--- config.mk ---
export PLATFORM = sky130hd
export DESIGN_NAME = regfile_sb_flat
export DESIGN_NICKNAME = d
export VERILOG_FILES = /design/src/rtl/regfile_pkg.sv /design/src/rtl/regfile_sb_if.sv /design/src/rtl/regfile_scoreboard.sv /design/src/rtl/regfile_sb.sv /design/src/flat_wrapper.sv
export SDC_FILE = /design/constraint.sdc
export NUM_CORES = 2
export LEC_CHECK = 0
export ABC_AREA = 1
export ABC_CLOCK_PERIOD_IN_PS = 3000
export BUFFER_PORTS_ARGS = -buffer_cell sky130_fd_sc_hd__clkbuf_2
export CORE_ASPECT_RATIO = 1.75
export CORE_MARGIN = 1
export CORE_UTILIZATION = 35
export CTS_CLUSTER_DIAMETER = 200
export DETAILED_ROUTE_END_ITERATION = 10
export HOLD_SLACK_MARGIN = 0.15
export PLACE_DENSITY_LB_ADDON = 0.1
export SYNTH_ARGS = -nofsm -noshare
export SYNTH_HDL_FRONTEND = slang
export SYNTH_SLANG_ARGS = --single-unit
--- constraint.sdc ---
create_clock -name clk -period 3 [get_ports clk]
set_input_delay 0.75 -clock clk [delete_from_list [all_inputs] [get_ports clk]]
set_output_delay 0.75 -clock clk [all_outputs]
set_load 0.1 [all_outputs]
--- src/rtl/regfile_pkg.sv ---
// regfile_pkg: shared defaults and constants for the scoreboarded register file
package regfile_pkg;
  localparam int DATA_W_DEF = 32;
  localparam int ADDR_W_DEF = 5;
  localparam int ZERO_IDX = 0;
  localparam int MAX_RD = 4;
endpackage

--- src/rtl/regfile_sb_if.sv ---
// regfile_sb_if: decode-stage read, writeback and issue signals of the register file
interface regfile_sb_if #(
  parameter int DATA_W = 32,
  parameter int ADDR_W = 5,
  parameter int NUM_RD = 2
);
  logic [NUM_RD*ADDR_W-1:0] Read_register;
  logic [NUM_RD*DATA_W-1:0] Read_data;
  logic [NUM_RD-1:0] Read_pending;
  logic Hazard;
  logic [ADDR_W-1:0] Write_register;
  logic [DATA_W-1:0] Write_data;
  logic RegWrite;
  logic Issue_valid;
  logic [ADDR_W-1:0] Issue_register;
  logic [ADDR_W:0] Pending_count;
  modport master (
    output Read_register, Write_register, Write_data, RegWrite, Issue_valid, Issue_register,
    input Read_data, Read_pending, Hazard, Pending_count
  );
  modport slave (
    input Read_register, Write_register, Write_data, RegWrite, Issue_valid, Issue_register,
    output Read_data, Read_pending, Hazard, Pending_count
  );
endinterface

--- src/rtl/regfile_scoreboard.sv ---
// regfile_scoreboard: per-register pending-write bits, pending count and read hazard flags
module regfile_scoreboard
  import regfile_pkg::*;
#(
  parameter int ADDR_W = ADDR_W_DEF,
  parameter int NUM_RD = 2,
  parameter int ZERO_REG = 1
) (
  input  logic clk,
  input  logic rst_n,
  input  logic issue_valid,
  input  logic [ADDR_W-1:0] issue_register,
  input  logic reg_write,
  input  logic [ADDR_W-1:0] write_register,
  input  logic [NUM_RD*ADDR_W-1:0] rd_addr,
  input  logic [NUM_RD-1:0] rd_bypass,
  output logic [NUM_RD-1:0] rd_pending,
  output logic hazard,
  output logic [ADDR_W:0] pending_count
);
  localparam int DEPTH = 1 << ADDR_W;
  logic [DEPTH-1:0] pending, pending_nxt;
  logic [ADDR_W:0] count_nxt;
  logic set_v, inc, dec;
  always_comb begin
    set_v = issue_valid && !(ZERO_REG != 0 && issue_register == ADDR_W'(ZERO_IDX));
    inc = set_v && !pending[issue_register];
    dec = reg_write && pending[write_register] && !(set_v && issue_register == write_register);
    pending_nxt = pending;
    if (reg_write) pending_nxt[write_register] = 1'b0;
    // a new producer supersedes the one being written back
    if (set_v) pending_nxt[issue_register] = 1'b1;
    count_nxt = pending_count + (ADDR_W+1)'(inc) - (ADDR_W+1)'(dec);
  end
  always_ff @(posedge clk or negedge rst_n)
    if (!rst_n) begin
      pending <= '0;
      pending_count <= '0;
    end else begin
      pending <= pending_nxt;
      pending_count <= count_nxt;
    end
  for (genvar i = 0; i < NUM_RD; i++) begin : g_rp
    logic [ADDR_W-1:0] a;
    assign a = rd_addr[i*ADDR_W +: ADDR_W];
    assign rd_pending[i] = pending[a] && !rd_bypass[i] && !(ZERO_REG != 0 && a == ADDR_W'(ZERO_IDX));
  end
  assign hazard = |rd_pending;
endmodule

--- src/rtl/regfile_sb.sv ---
// regfile_sb: parametrised multi-port register file with zero register, write bypass
// and a pending-write scoreboard for decode-stage hazard detection
module regfile_sb
  import regfile_pkg::*;
#(
  parameter int DATA_W = DATA_W_DEF,
  parameter int ADDR_W = ADDR_W_DEF,
  parameter int NUM_RD = 2,
  parameter int ZERO_REG = 1,
  parameter int BYPASS = 1
) (
  input logic clk,
  input logic rst_n,
  regfile_sb_if.slave bus
);
  localparam int DEPTH = 1 << ADDR_W;
  logic [DATA_W-1:0] mem [DEPTH];
  logic [NUM_RD-1:0] byp;
  logic we;
  assign we = bus.RegWrite && !(ZERO_REG != 0 && bus.Write_register == ADDR_W'(ZERO_IDX));
  always_ff @(posedge clk or negedge rst_n)
    if (!rst_n) begin
      for (int k = 0; k < DEPTH; k++) mem[k] <= '0;
    end else if (we) begin
      mem[bus.Write_register] <= bus.Write_data;
    end
  for (genvar i = 0; i < MAX_RD; i++) begin : g_rd
    if (i < NUM_RD) begin : g_port
      logic [ADDR_W-1:0] a;
      logic z;
      assign a = bus.Read_register[i*ADDR_W +: ADDR_W];
      assign z = ZERO_REG != 0 && a == ADDR_W'(ZERO_IDX);
      // forwarding is held off during reset so reads stay at the cleared value
      assign byp[i] = BYPASS != 0 && rst_n && bus.RegWrite && bus.Write_register == a;
      assign bus.Read_data[i*DATA_W +: DATA_W] = z ? '0 : byp[i] ? bus.Write_data : mem[a];
    end
  end
  regfile_scoreboard #(.ADDR_W(ADDR_W), .NUM_RD(NUM_RD), .ZERO_REG(ZERO_REG)) u_sb (
    .clk(clk),
    .rst_n(rst_n),
    .issue_valid(bus.Issue_valid),
    .issue_register(bus.Issue_register),
    .reg_write(bus.RegWrite),
    .write_register(bus.Write_register),
    .rd_addr(bus.Read_register),
    .rd_bypass(byp),
    .rd_pending(bus.Read_pending),
    .hazard(bus.Hazard),
    .pending_count(bus.Pending_count)
  );
endmodule

--- src/flat_wrapper.sv ---
// flat-port wrapper written by rule: the top's interface ports become plain ports
module regfile_sb_flat import regfile_pkg::*;
#(
  parameter int DATA_W = DATA_W_DEF,
  parameter int ADDR_W = ADDR_W_DEF,
  parameter int NUM_RD = 2,
  parameter int ZERO_REG = 1,
  parameter int BYPASS = 1
)
  (clk, rst_n, bus_Read_register, bus_Write_register, bus_Write_data, bus_RegWrite, bus_Issue_valid, bus_Issue_register, bus_Read_data, bus_Read_pending, bus_Hazard, bus_Pending_count);
  regfile_sb_if #(.DATA_W(DATA_W), .ADDR_W(ADDR_W), .NUM_RD(NUM_RD)) bus_i ();
  input logic clk;
  input logic rst_n;
  input wire logic [$bits(bus_i.Read_register)-1:0] bus_Read_register;
  input wire logic [$bits(bus_i.Write_register)-1:0] bus_Write_register;
  input wire logic [$bits(bus_i.Write_data)-1:0] bus_Write_data;
  input wire logic [$bits(bus_i.RegWrite)-1:0] bus_RegWrite;
  input wire logic [$bits(bus_i.Issue_valid)-1:0] bus_Issue_valid;
  input wire logic [$bits(bus_i.Issue_register)-1:0] bus_Issue_register;
  output wire logic [$bits(bus_i.Read_data)-1:0] bus_Read_data;
  output wire logic [$bits(bus_i.Read_pending)-1:0] bus_Read_pending;
  output wire logic [$bits(bus_i.Hazard)-1:0] bus_Hazard;
  output wire logic [$bits(bus_i.Pending_count)-1:0] bus_Pending_count;
  assign bus_i.Read_register = bus_Read_register;
  assign bus_i.Write_register = bus_Write_register;
  assign bus_i.Write_data = bus_Write_data;
  assign bus_i.RegWrite = bus_RegWrite;
  assign bus_i.Issue_valid = bus_Issue_valid;
  assign bus_i.Issue_register = bus_Issue_register;
  assign bus_Read_data = bus_i.Read_data;
  assign bus_Read_pending = bus_i.Read_pending;
  assign bus_Hazard = bus_i.Hazard;
  assign bus_Pending_count = bus_i.Pending_count;
  regfile_sb #(.DATA_W(DATA_W), .ADDR_W(ADDR_W), .NUM_RD(NUM_RD), .ZERO_REG(ZERO_REG), .BYPASS(BYPASS)) u_core (.clk(clk), .rst_n(rst_n), .bus(bus_i));
endmodule
==> impl_metrics.json <==
{
  "status": "complete, but fails checks",
  "violations": "negative setup slack",
  "fin_cells": 11000,
  "cp_max_fo": 8,
  "worst_hold_slack_ns": 0.203,
  "worst_slack_ns": -0.212,
  "dieArea_um2": 177000,
  "start_util_pct": 35.4,
  "final_common_cell": "nand2_1",
  "routedWlPerCell_um": 27.5,
  "timing.rr.start": "u_core.u_sb.pending[24]",
  "reg2reg_depth": 14,
  "cts_max_level": 3,
  "io-pin-count": 129,
  "grt-ovfl-total": 0,
  "gp_congestion": 0.914,
  "grt_pass1_vias": 60400,
  "crit_start": "bus_Read_register[0]",
  "post-route-util_pct": 45.8,
  "slew_headroom_pct": 31.2,
  "hold_path.class": "input port to asynchronous set/reset pin",
  "cp_data_required_time_ns": 2.25,
  "startpoint_type": "input port",
  "synth_seq_cells": 1062,
  "drt_iter0_drc": 6944,
  "cts_tree": "done",
  "worstSetupEndpointType": "output pin",
  "die_width_um": 318,
  "ir_drop_v": 0.000458,
  "worstSetupPathType": "input port to output pin",
  "grt_max_degree": 150,
  "synthFlopType": "dfrtp_1",
  "wl_um": 302000,
  "die_h_um": 556,
  "r2r_setup_slack_ns": 0.26,
  "finClkSkew_ns": 0.00727,
  "synthCells": 8407,
  "drc": 0,
  "tightest_slew_ns": 1.03,
  "row_count": 202,
  "wl_met1_um": 121000,
  "synth_area_um2": 61300,
  "clk_latency_ns": 0.76,
  "hold_buffers": 0,
  "numCtsBuffers": 110,
  "dr.pass1.iters": 7,
  "grt_pass1_wl_um": 430000,
  "setup_viol": 67,
  "powerDensity_nw_per_um2": 597,
  "post-route-period-util_pct": 107,
  "via_per_inst": 5.76,
  "placed_cell_area_um2": 70000,
  "grt_usage_pct": 33.1,
  "synth-edff-count": 0,
  "final_layout_size_suffix_gt1_share_pct": 19.9,
  "clkTransAtPathRegs_ns": 0.06,
  "r2r-end": "u_core.u_sb.pending_count[4]",
  "dp_slack_ns": -0.511,
  "syn_area_per_cell_um2": 7.29,
  "antenna_found_initial": 16,
  "ys_types": 38,
  "fmax_ghz": 0.311,
  "dp.cells": 10600,
  "cts_buffer_depth": 3,
  "cap_violations": 0,
  "slew_violations": 0,
  "syn2layout_area_growth_pct": 29.5,
  "dp_hpwl_um": 185000,
  "met3WireLength_um": 23400,
  "yosysSeqAreaShare_pct": 43.4,
  "cts_sinks": 1062,
  "core_area_um2": 173000,
  "critPathArrivalTime_ns": 2.46,
  "power_leakage_nw": 35.7,
  "io_buffers": 128,
  "final_nets": 8726,
  "wl_met2_um": 140000,
  "synth_nets": 8470,
  "root_buffer": "clkbuf_16",
  "dr.max_layer_used": "met5",
  "min_period_ns": 3.21,
  "final_area_um2": 79400,
  "num_vias": 63400,
  "rsz0062_at_grt": "true",
  "ys_async_sr_fraction_pct": 100,
  "ys.warnings.count": 0,
  "ant_nets": 0,
  "final_hold_viol_count": 0,
  "layout_common_cells": "nand2_1, dfrtp_1, o21ai_0"
}
worst max-delay path by stage:
stage	depth (start not counted)	to
after detailed placement	13	bus_Read_data[2]
final	12	bus_Read_data[13]
after global routing	12	bus_Read_data[4]
after CTS	11	bus_Read_data[15]
after floorplan	12	bus_Read_data[62]
after global placement	17	u_core.u_sb.pending_count[4]
synthesized netlist by cell type, drive strengths merged, types with 2 or more instances:
master / count / share of area (%)
nand2: 2191 / 13
inv: 739 / 4.5
a21oi: 422 / 3.5
dfrtp: 1062 / 43
nand3b: 6 / 0.073
xor2: 8 / 0.11
o21ai: 1246 / 10
nor2: 273 / 2.1
clkinv: 3 / 0.018
a22oi: 12 / 0.15
a31oi: 2 / 0.020
xnor2: 2 / 0.029
or2: 47 / 0.48
nand3: 1022 / 8.3
nor3: 18 / 0.16
o211ai: 523 / 6.4
buf: 438 / 4.2
nand4: 4 / 0.041
ha: 6 / 0.12
clkbuf: 350 / 2.2
o22ai: 30 / 0.31
state kept, by name, summed over array words and instances, names as in the netlist:
| register | cells |
|---|---|
| u_core.mem | 1024 |
| u_core.u_sb.pending | 32 |
| u_core.u_sb.pending_count | 6 |
critical path: stages:
cell and delay [ns]:
buf_16 0.15, buf_6 0.14, nand2_2 0.05, o211ai_1 0.11, nor3_2 0.20, nand2_2 0.12, nor2_4 0.15, buf_12 0.16
buf_16 0.21, nand2_4 0.09, nand2_8 0.11, buf_12 0.18
repair_timing:
item / CTS / global route
gates resized for setup: 454 / 280
setup buffers: 74 / 23
pin swaps: 112 / 164
gates cloned: 46 / 30
setup endpoints to repair: 67 / 68
metrics by stage:
stage                     total power, mW  setup TNS (ns)
after floorplan                      27.2          -0.211
after global placement               31.6          -23.64
after detailed placement             31.9          -22.81
after CTS                            47.1           -7.94
after global routing                 49.7          -12.23
final                                47.4          -10.01
final cells by class:
type | instances | area [um2]
clock buffers | 156 | 3170
repair buffers | 930 | 12800
flip-flops and latches | 1062 | 26600
inverters | 742 | 2910
well taps | 2244 | 2810
diodes | 6 | 15.0
clock inverters | 45 | 469
fillers | 17200 | 94000
repair inverters | 2 | 25.0
multi-input cells | 5815 | 30600
logic make-up (layout without fill, tap and decap cells):
| family | after synthesis | after routing | share of synthesized area, % |
|---|---|---|---|
| AOI/OAI and AO/OA | 2236 | 2236 | 20.9 |
| xor gates and xnor gates | 10 | 10 | 0.143 |
| adders and majority gates | 7 | 7 | 0.155 |
| buffers and inverters | 1530 | 1875 | 10.9 |
| muxes | 1 | 1 | 0.0184 |
| DFF | 1062 | 1062 | 43.4 |
| and+or+nand+nor | 3561 | 3561 | 24.6 |
| other | 0 | 6 | 0 |
metal layers:
metal	vias to the layer above	track usage [%]
met5	-	0
met4	8	17.0
met3	766	4.72
met2	2987	54.0
met1	31100	42.5
li1	28500	-
where the power goes:
part	internal [mW]	switching, mW	total (mW)
Clock	7.94	6.50	14.4
Sequential	17.4	1.78	19.2
Combinational	5.10	8.68	13.8
Total	30.4	17.0	47.4
No activity file was read; power rests on OpenSTA's default activity.
